`config.mk`:
```
export PLATFORM = sky130hd
export DESIGN_NAME = dcache
export DESIGN_NICKNAME = d
export VERILOG_FILES = /design/src/rtl/dcache_pkg.sv /design/src/rtl/dcache_store.sv /design/src/rtl/dcache.sv
export SDC_FILE = /design/constraint.sdc
export NUM_CORES = 1
export LEC_CHECK = 0
export CAP_MARGIN = 30
export CORE_MARGIN = 8
export CORE_UTILIZATION = 52
export CTS_CLUSTER_SIZE = 24
export DETAILED_ROUTE_END_ITERATION = 16
export PLACE_DENSITY_LB_ADDON = 0.2
export SLEW_MARGIN = 20
export SYNTH_ARGS = -nofsm -noshare
export SYNTH_HDL_FRONTEND = slang
export SYNTH_HIERARCHICAL = 1
export SYNTH_SLANG_ARGS = --single-unit
```
`constraint.sdc`:
```
create_clock -name i_clk -period 4.35 [get_ports i_clk]
set_input_delay 0.87 -clock i_clk [delete_from_list [all_inputs] [get_ports i_clk]]
set_output_delay 0.87 -clock i_clk [all_outputs]
set_load 0.1 [all_outputs]
```
`src/rtl/dcache_pkg.sv`:
```
// dcache_pkg: shared geometry constants and FSM state type for the data cache.
// Geometry: 8 direct-mapped blocks of 4 bytes, 8-bit byte address split as
// tag[7:5] / index[4:2] / offset[1:0].
package dcache_pkg;

    localparam int unsigned TAG_W    = 3;
    localparam int unsigned INDEX_W  = 3;
    localparam int unsigned OFFSET_W = 2;
    localparam int unsigned BLOCKS   = 8;
    localparam int unsigned BLOCK_W  = 32;

    typedef enum logic [1:0] {
        IDLE      = 2'd0,
        WRITEBACK = 2'd1,
        FETCH     = 2'd2
    } state_e;

endpackage

```
`src/rtl/dcache_store.sv`:
```
// dcache_store: valid/dirty/tag/data arrays of the data cache.
// Ports:
//   i_clk, i_reset      clock, synchronous active-high reset (clears valid/dirty only)
//   i_index             block selected for both read and write
//   i_byte_we/_off/_data  byte store into the selected block, marks it dirty
//   i_fill_we/_tag/_data  whole-block install, marks it valid and clean
//   o_valid/o_dirty/o_tag/o_data  combinational view of the selected block
module dcache_store
    import dcache_pkg::*;
(
    input  logic                i_clk,
    input  logic                i_reset,
    input  logic [INDEX_W-1:0]  i_index,
    input  logic                i_byte_we,
    input  logic [OFFSET_W-1:0] i_byte_off,
    input  logic [7:0]          i_byte_data,
    input  logic                i_fill_we,
    input  logic [TAG_W-1:0]    i_fill_tag,
    input  logic [BLOCK_W-1:0]  i_fill_data,
    output logic                o_valid,
    output logic                o_dirty,
    output logic [TAG_W-1:0]    o_tag,
    output logic [BLOCK_W-1:0]  o_data
);

    logic [BLOCKS-1:0]  r_valid;
    logic [BLOCKS-1:0]  r_dirty;
    logic [TAG_W-1:0]   r_tag  [BLOCKS];
    logic [BLOCK_W-1:0] r_data [BLOCKS];

    always_ff @(posedge i_clk) begin
        if (i_reset) begin
            r_valid <= '0;
            r_dirty <= '0;
        end else if (i_fill_we) begin
            r_valid[i_index] <= 1'b1;
            r_dirty[i_index] <= 1'b0;
        end else if (i_byte_we) begin
            r_dirty[i_index] <= 1'b1;
        end
    end

    // Tags and data are not reset; a reset only has to block any in-flight install.
    always_ff @(posedge i_clk) begin
        if (!i_reset) begin
            if (i_fill_we) begin
                r_tag[i_index]  <= i_fill_tag;
                r_data[i_index] <= i_fill_data;
            end else if (i_byte_we) begin
                r_data[i_index][{i_byte_off, 3'b000} +: 8] <= i_byte_data;
            end
        end
    end

    assign o_valid = r_valid[i_index];
    assign o_dirty = r_dirty[i_index];
    assign o_tag   = r_tag[i_index];
    assign o_data  = r_data[i_index];

endmodule

```
`src/rtl/dcache.sv`:
```
// dcache: direct-mapped, write-back, write-allocate byte cache for an 8-bit CPU.
// Ports:
//   i_clk, i_reset                 clock, synchronous active-high reset
//   i_read, i_write, i_address, i_writedata   CPU request, held until o_busywait low
//   o_readdata, o_busywait         CPU load data and stall
//   o_mem_read, o_mem_write, o_mem_address, o_mem_writedata   block memory request
//   i_mem_readdata, i_mem_busywait                             block memory response
module dcache
    import dcache_pkg::*;
(
    input  logic               i_clk,
    input  logic               i_reset,
    input  logic               i_read,
    input  logic               i_write,
    input  logic [7:0]         i_address,
    input  logic [7:0]         i_writedata,
    output logic [7:0]         o_readdata,
    output logic               o_busywait,
    output logic               o_mem_read,
    output logic               o_mem_write,
    output logic [5:0]         o_mem_address,
    output logic [BLOCK_W-1:0] o_mem_writedata,
    input  logic [BLOCK_W-1:0] i_mem_readdata,
    input  logic               i_mem_busywait
);

    state_e r_state;

    logic [TAG_W-1:0]    w_tag;
    logic [INDEX_W-1:0]  w_index;
    logic [OFFSET_W-1:0] w_offset;
    logic                w_valid;
    logic                w_dirty;
    logic [TAG_W-1:0]    w_blk_tag;
    logic [BLOCK_W-1:0]  w_blk_data;
    logic                w_hit;
    logic                w_req;
    logic                w_byte_we;
    logic                w_fill_we;

    assign w_tag    = i_address[7:5];
    assign w_index  = i_address[4:2];
    assign w_offset = i_address[1:0];
    assign w_req    = i_read | i_write;
    assign w_hit    = w_valid && (w_blk_tag == w_tag);

    // A write with READ also high is still a write; stores only commit from IDLE.
    assign w_byte_we = (r_state == IDLE) && i_write && w_hit;
    assign w_fill_we = (r_state == FETCH) && !i_mem_busywait;

    dcache_store u_store (
        .i_clk       (i_clk),
        .i_reset     (i_reset),
        .i_index     (w_index),
        .i_byte_we   (w_byte_we),
        .i_byte_off  (w_offset),
        .i_byte_data (i_writedata),
        .i_fill_we   (w_fill_we),
        .i_fill_tag  (w_tag),
        .i_fill_data (i_mem_readdata),
        .o_valid     (w_valid),
        .o_dirty     (w_dirty),
        .o_tag       (w_blk_tag),
        .o_data      (w_blk_data)
    );

    always_ff @(posedge i_clk) begin
        if (i_reset) begin
            r_state <= IDLE;
        end else begin
            unique case (r_state)
                IDLE: begin
                    if (w_req && !w_hit) begin
                        r_state <= (w_valid && w_dirty) ? WRITEBACK : FETCH;
                    end
                end
                WRITEBACK: if (!i_mem_busywait) r_state <= FETCH;
                FETCH:     if (!i_mem_busywait) r_state <= IDLE;
                default:   r_state <= IDLE;
            endcase
        end
    end

    // Memory-side outputs decode straight from the state register, so they are
    // glitch-free and stable for the whole request.
    always_comb begin
        o_readdata      = '0;
        o_busywait      = 1'b0;
        o_mem_read      = (r_state == FETCH);
        o_mem_write     = (r_state == WRITEBACK);
        o_mem_address   = i_address[7:2];
        o_mem_writedata = w_blk_data;
        if (r_state == WRITEBACK) begin
            o_mem_address = {w_blk_tag, w_index};
        end
        if (r_state != IDLE) begin
            o_busywait = 1'b1;
        end else if (w_req && !w_hit) begin
            o_busywait = 1'b1;
        end
        if ((r_state == IDLE) && w_hit) begin
            o_readdata = w_blk_data[{w_offset, 3'b000} +: 8];
        end
    end

endmodule

```
=== Word-level counts from Yosys, hierarchy flattened ===
Memory sizes are Yosys's and may differ from the RTL's.
Index checks and enable logic that the tools add are counted.

* Flip-flop bits (word level): 18
* Latch bits: 0
* Memory bits (writable): 280
* ROM bits: 0
* Input bits: 53
* Word-level logic and storage cells: 124
* Memories kept: 2

{| class="wikitable"
|+ Memories
! name !! words !! bits a word !! read ports !! clocked after Yosys merged registers in !! wr ports !! line !! text
|-
| u_store.r_data || 8 || 32 || 1 || 0 || 1 || dcache_store.sv:29 || <nowiki>logic [BLOCK_W-1:0] r_data [BLOCKS];</nowiki>
|-
| u_store.r_tag || 8 || 3 || 1 || 0 || 1 || dcache_store.sv:28 || <nowiki>logic [TAG_W-1:0] r_tag [BLOCKS];</nowiki>
|}

* Add/sub/neg operators: 1
* Multipliers: 0
* Div/mod/pow operators: 0
* Magnitude comparators: 2
* Equal/unequal tests: 6
* Shift-type cells: 3
* Muxes and demuxes: 56
* Bitwise gates (word level): 37
* Reduce and logical (&&, ||, !) cells: 14

{| class="wikitable"
|+ Operators with widths
! kind !! count
|-
| $mux W1 || 43
|-
| $or A1 B1 Y1 || 33
|-
| $mux W32 || 1
|-
| $shift A8 B7 Y32 const A || 1
|-
| $shiftx A32 B6 Y8 || 1
|-
| $shiftx A8 B7 Y32 || 1
|-
| $mux W8 || 3
|-
| $or A8 B8 Y8 || 2
|-
| $and A8 B8 Y8 || 1
|-
| $logic_and A1 B1 Y1 || 8
|-
| $mux W2 || 4
|-
| $not A8 Y8 || 1
|-
| $neg A5 Y7 || 1
|-
| $bmux W1 S3 || 2
|-
| $mux W6 || 1
|-
| $ne A2 B2 Y1 const B || 3
|-
| $pmux W2 S3 || 1
|-
| $lt A3 B4 Y1 const B || 1
|-
| $reduce_bool A2 Y1 || 2
|-
| $demux W1 S3 || 1
|-
| $eq A3 B3 Y1 || 1
|-
| $ge A3 B1 Y1 const B || 1
|-
| $reduce_and A3 Y1 || 1
|-
| $eq A2 B1 Y1 const B || 1
|-
| other kinds (3) || 4
|}

=== Depth between registers and ports, before layout ===
* Depth in word-level cells: 9
* Depth in mapped cells: 15
* Gate-level depth less buffers: 9

=== By module ===
Netlist, hierarchy kept.

{| class="wikitable"
|+ By module, submodules not included
! module !! times used !! cells an instance !! area an instance (sq um) !! sequential area each (sq um)
|-
| dcache_store || 1 || 600 || 12017.8 || 8728.4
|-
| dcache || 1 || 50 || 506.7 || 40.0
|}

=== Worst setup path after synthesis ===
OpenSTA, ideal clock, no wires.

* Kind: input port to output port
* From: input i_address[3]
* To: output o_readdata[0]
* Arrival time: 3.848 ns
* Data required time: 3.480 ns
* Setup slack: -0.368 ns
* Cell stages on the path: 8
* Cells stage by stage: buf_4 buf_6 mux4_2 mux2_2 xnor2_1 nand4_1 clkbuf_1 nor2b_1

* Cells in the longest elaborated chain, start to end: 5
* Elaborated cells between the ends (all ways): 9
* Classes of those cells: eq/ne: 1; shift: 1; mux: 3; reduce/logical: 2; memory: 2

{| class="wikitable"
|+ Ends and longest elaborated chain
! element !! line !! text
|-
| from (decl) || dcache.sv:15 || <nowiki>input logic [7:0] i_address,</nowiki>
|-
| $mem_v2 Z8 W3 || -- ||
|-
| via w_blk_tag[1] || dcache.sv:34 || <nowiki>logic [TAG_W-1:0] w_blk_tag;</nowiki>
|-
| $eq A3 B3 Y1 || dcache.sv:45 || <nowiki>assign w_hit = w_valid && (w_blk_tag == w_tag);</nowiki>
|-
| $logic_and A1 B1 Y1 || dcache.sv:45 ||
|-
| $logic_and A1 B1 Y1 || dcache.sv:101 || <nowiki>if ((r_state == IDLE) && w_hit) begin</nowiki>
|-
| $mux W8 || dcache.sv:101 ||
|-
| to (decl) || dcache.sv:17 || <nowiki>output logic [7:0] o_readdata,</nowiki>
|}

The timed path passes the listed nets, and every way through them passes these cells. The select of a mux whose other input is x is not followed.

=== Final worst setup path ===
* From: input i_address[3]
* To: output o_readdata[7]

* Cells in the longest elaborated chain, start to end: 5
* Elaborated cells between the ends (all ways): 9
* Classes of those cells: eq/ne: 1; shift: 1; mux: 3; reduce/logical: 2; memory: 2

{| class="wikitable"
|+ Ends and longest elaborated chain
! element !! line
|-
| branches (longest 4 deep; another with $mem_v2 Z8 W32) || --
|-
| $mux W8 * || dcache.sv:101
|}

Mark *: on every way between the ends. The select of a mux whose other input is x is not followed.

==> impl_metrics.yaml <==
logic_synthesis:
  yosys.area.top_type: "edfxtp_1"
  syn_inst: 650
  ys_seq_elements: 298
  syn_nets: 708
  synthFlopType: "edfxtp_1"
  ys_async_sr_fraction_pct: 0
  synth_area_leaders: "edfxtp_1 67%, mux4_2 15%, mux2_2 3.5%, dfxtp_1 2.9%, a22o_1 2.2%"
  synth_top_area_share_pct: 67.13
  syn_avg_cell_area_um2: 19.27
  seq_area_frac_synth_pct: 70.01
  yosys_warnings: 6
  synth_edf_count: 280
  syn-cell-area_um2: 12520
  synth_cell_types: 46
drt:
  wl_per_cell_um: 27.33
  first_pass_iters: 5
  ant_nets: 0
  drt-vias-per-instance: 6.066
  vias: 6848
  drt_iter0_drc: 683
  wirelength_um: 30850
  drc: 0
power:
  p_comb_share_pct: 11.9
  vdd_drop_max_mv: 0.3089
  leakagePower_nw: 5.016
  p_per_area_nw_per_um2: 412.8
  internal_power_mw: 4.786
  p_seq_share_pct: 50.2
  power_switching_mw: 1.516
  switching_share_pct: 24.05
  p_clk_share_pct: 37.9
clock_network:
  cts.clk_slew.worst_paths_ns: 0.06
  cts-resized-gates: 0
  cts_made_buffers: 31
  holdBufCountCts: 0
  clock_path_buffers: 3
  clkSinkCount: 298
  cts_tree: "yes"
  clock_latency_ns: 0.55
  root_buffer: "clkbuf_16"
  post-cts-setup-buffer-count: 0
  h-tree-depth: 1
placed_design:
  numPlacedInstances: 1072
  hpwlAfterDp_um: 21390
  place_worst_setup_slack_ns: 0.1946
  gp_congestion: 0.7643
  io_buffers: 101
global_routing:
  first_global_vias: 7189
  gr-usage-met1_pct: 26.78
  grt.total_usage_pct: 21.22
  grt-busiest-layer: "met2"
  grt_max_degree: 36
  grt_util_met2_pct: 34.84
  grt_pass1_wl_um: 45230
  antenna_found_initial: 0
  grt_overflow: 0
  grt_use_met3_pct: 5.525
floorplanning:
  std_cell_rows: 56
  die_h_um: 171.2
  core_area_um2: 23540
  io_pins: 102
  dieArea_um2: 29310
  start_util_pct: 53.20
  die_x_um: 171.2
job:
  drv_cap: 0
setup_path:
  critPathLaunchType: "input pin"
  worst-path-buf-inv: 3
  max_stage_delay_ns: 0.54
  cpMaxStageDelayCell: "mux4_2"
  cp-end-kind: "primary output"
  path_delay_family: "multiplexers"
  worstPathArrival_ns: 3.22
  crit_chain: "buf_4 -> buf_12 -> mux4_2 -> mux2_2 -> mux4_2 -> nor2b_1 -> buf_12"
  critPathRequiredTime_ns: 3.48
  crit_type: "in2out"
  path_max_fanout: 35
final_layout:
  antenna_cells: 0
  nets: 844
  fillers: 1608
  synthToLayoutAreaGrowth_pct: 21.87
  fin_cells: 1129
  drive_gt1_share_pct: 34.57
timing:
  tightest_slew_ns: 0.9763
  max_slew_margin_pct: 34.71
  grt_setup_unrepaired: "false"
  max_freq_mhz: 244.6
  finalHoldViolCount: 0
  drv_slew: 0
  skew_ns: 0.01265
  timing.final.crit_period_ns: 4.089
  finalWorstSetupSlack_ns: 0.2609
  finalSetupViolCount: 0
  post-route-period-util_pct: 94.00
run_status:
  status: "completed"
worst_hold_path:
  min_path_type: "reg2reg"
[power by group through the flow]
stage	registers, mW	logic, mW	clock network [mW]
after floorplan	3.22	0.492	0
after global placement	3.22	0.739	0
after detailed placement	3.23	0.750	0
after CTS	3.17	0.753	2.43
after global routing	3.17	0.777	2.55
final	3.17	0.748	2.39
[Yosys cell counts, types with 5 or more instances]
master     count
nand4bb_1      5
nor2_1        45
edfxtp_1     280
ha_1           5
buf_2         12
buf_6          6
a21oi_1       13
buf_4          6
o22ai_1        7
a22o_1        32
dfxtp_1       18
mux2_2        39
a211oi_1       7
nor2b_1       10
inv_1         10
clkbuf_1      20
mux4_2        81
[cell usage in the layout, fill, tap and decap left out, types with 2 or more instances in the layout]
master,instances
edfxtp_1,280
mux4_2,81
buf_4,67
clkdlybuf4s50_1,51
nor2_1,45
mux2_2,39
buf_12,33
a22o_1,32
clkbuf_16,31
dfxtp_1,18
a21oi_1,13
nor2b_1,10
inv_1,10
clkinv_2,10
a211oi_1,7
o22ai_1,7
clkbuf_1,6
nand4bb_1,5
ha_1,5
nand2b_1,4
mux2i_1,4
xnor2_1,3
nor3b_1,3
nand2_1,3
clkinv_1,3
clkbuf_8,3
nand3b_1,3
and3b_1,3
clkinvlp_4,2
inv_4,2
and3_1,2
or2_2,2
or3b_1,2
or2_1,2
nor3_2,2
nor4_4,2
[state kept, by name (all words and copies together) (netlist names), named ones only]
register / flops
u_store/r_valid: 8
u_store/r_tag: 24
r_state: 2
u_store/r_data: 256
[layer usage]
| metal | share of wire [%] | routed length, um |
|---|---|---|
| met1 | 38 | 11650 |
| met2 | 49 | 15140 |
| met3 | 9.0 | 2782 |
| met4 | 4.1 | 1279 |
| met5 | 0 | 0 |
[worst paths after layout]
path | startpoint | end | slack [ns] | cells past startpoint
max reg2reg | u_store/r_tag[7][0]$_DFFE_PP_ | u_store/r_data[2][8]$_DFFE_PP_ | 0.98 | 9
min reg2reg | u_store/r_valid[5]$_SDFFE_PP0P_ | u_store/r_valid[5]$_SDFFE_PP0P_ | 0.47 | 2
max | i_address[3] | o_readdata[7] | 0.26 | 7
min | u_store/r_valid[5]$_SDFFE_PP0P_ | u_store/r_valid[5]$_SDFFE_PP0P_ | 0.47 | 2
[cells by family (layout without fill, tap and decap cells)]
group | after synthesis | count (layout) | share of synthesized area, %
adders and majority gates | 5 | 5 | 0.4995
xor gates and xnor gates | 3 | 3 | 0.2098
and+or+nand+nor | 97 | 97 | 4.655
buffers and inverters | 59 | 219 | 2.437
AOI/OAI and AO/OA | 64 | 64 | 3.796
DFF | 298 | 298 | 70.01
muxes | 124 | 124 | 18.39
[worst reg2reg max path, delay by kind of cell, from the launching register on]
kind,cells,cell delay [ns]
flops,1,0.37
compound gates,1,0.39
simple gates,4,1.29
mux,2,0.78
xor+xnor,1,0.17
buf+inv,1,0.18
[final cells by class]
| class | instances | area, um2 | share of cell area, % |
|---|---|---|---|
| timing repair buffer | 152 | 1679 | 11.00 |
| tap | 319 | 399.1 | 2.615 |
| inverter | 10 | 37.54 | 0.2459 |
| sequential | 298 | 8768 | 57.45 |
| multi-input combinational | 293 | 3451 | 22.61 |
| clock inverter | 17 | 88.84 | 0.5820 |
| clock buffer | 40 | 839.6 | 5.500 |
[stage by stage]
step	setup TNS [ns]	power (mW)	cell area, um2	utilization, %	hold WS [ns]
global route	0	6.491	15260	64.83	0.5038
detailed placement	0	3.977	14340	60.89	0.4637
CTS	0	6.350	15260	64.83	0.4728
finish	0	6.301	15260	64.83	0.4739
global placement	0	3.964	14340	60.89	0.4547
floorplan	-2.945	3.716	12520	-	0.4322
No activity file was read; power rests on OpenSTA's default activity.
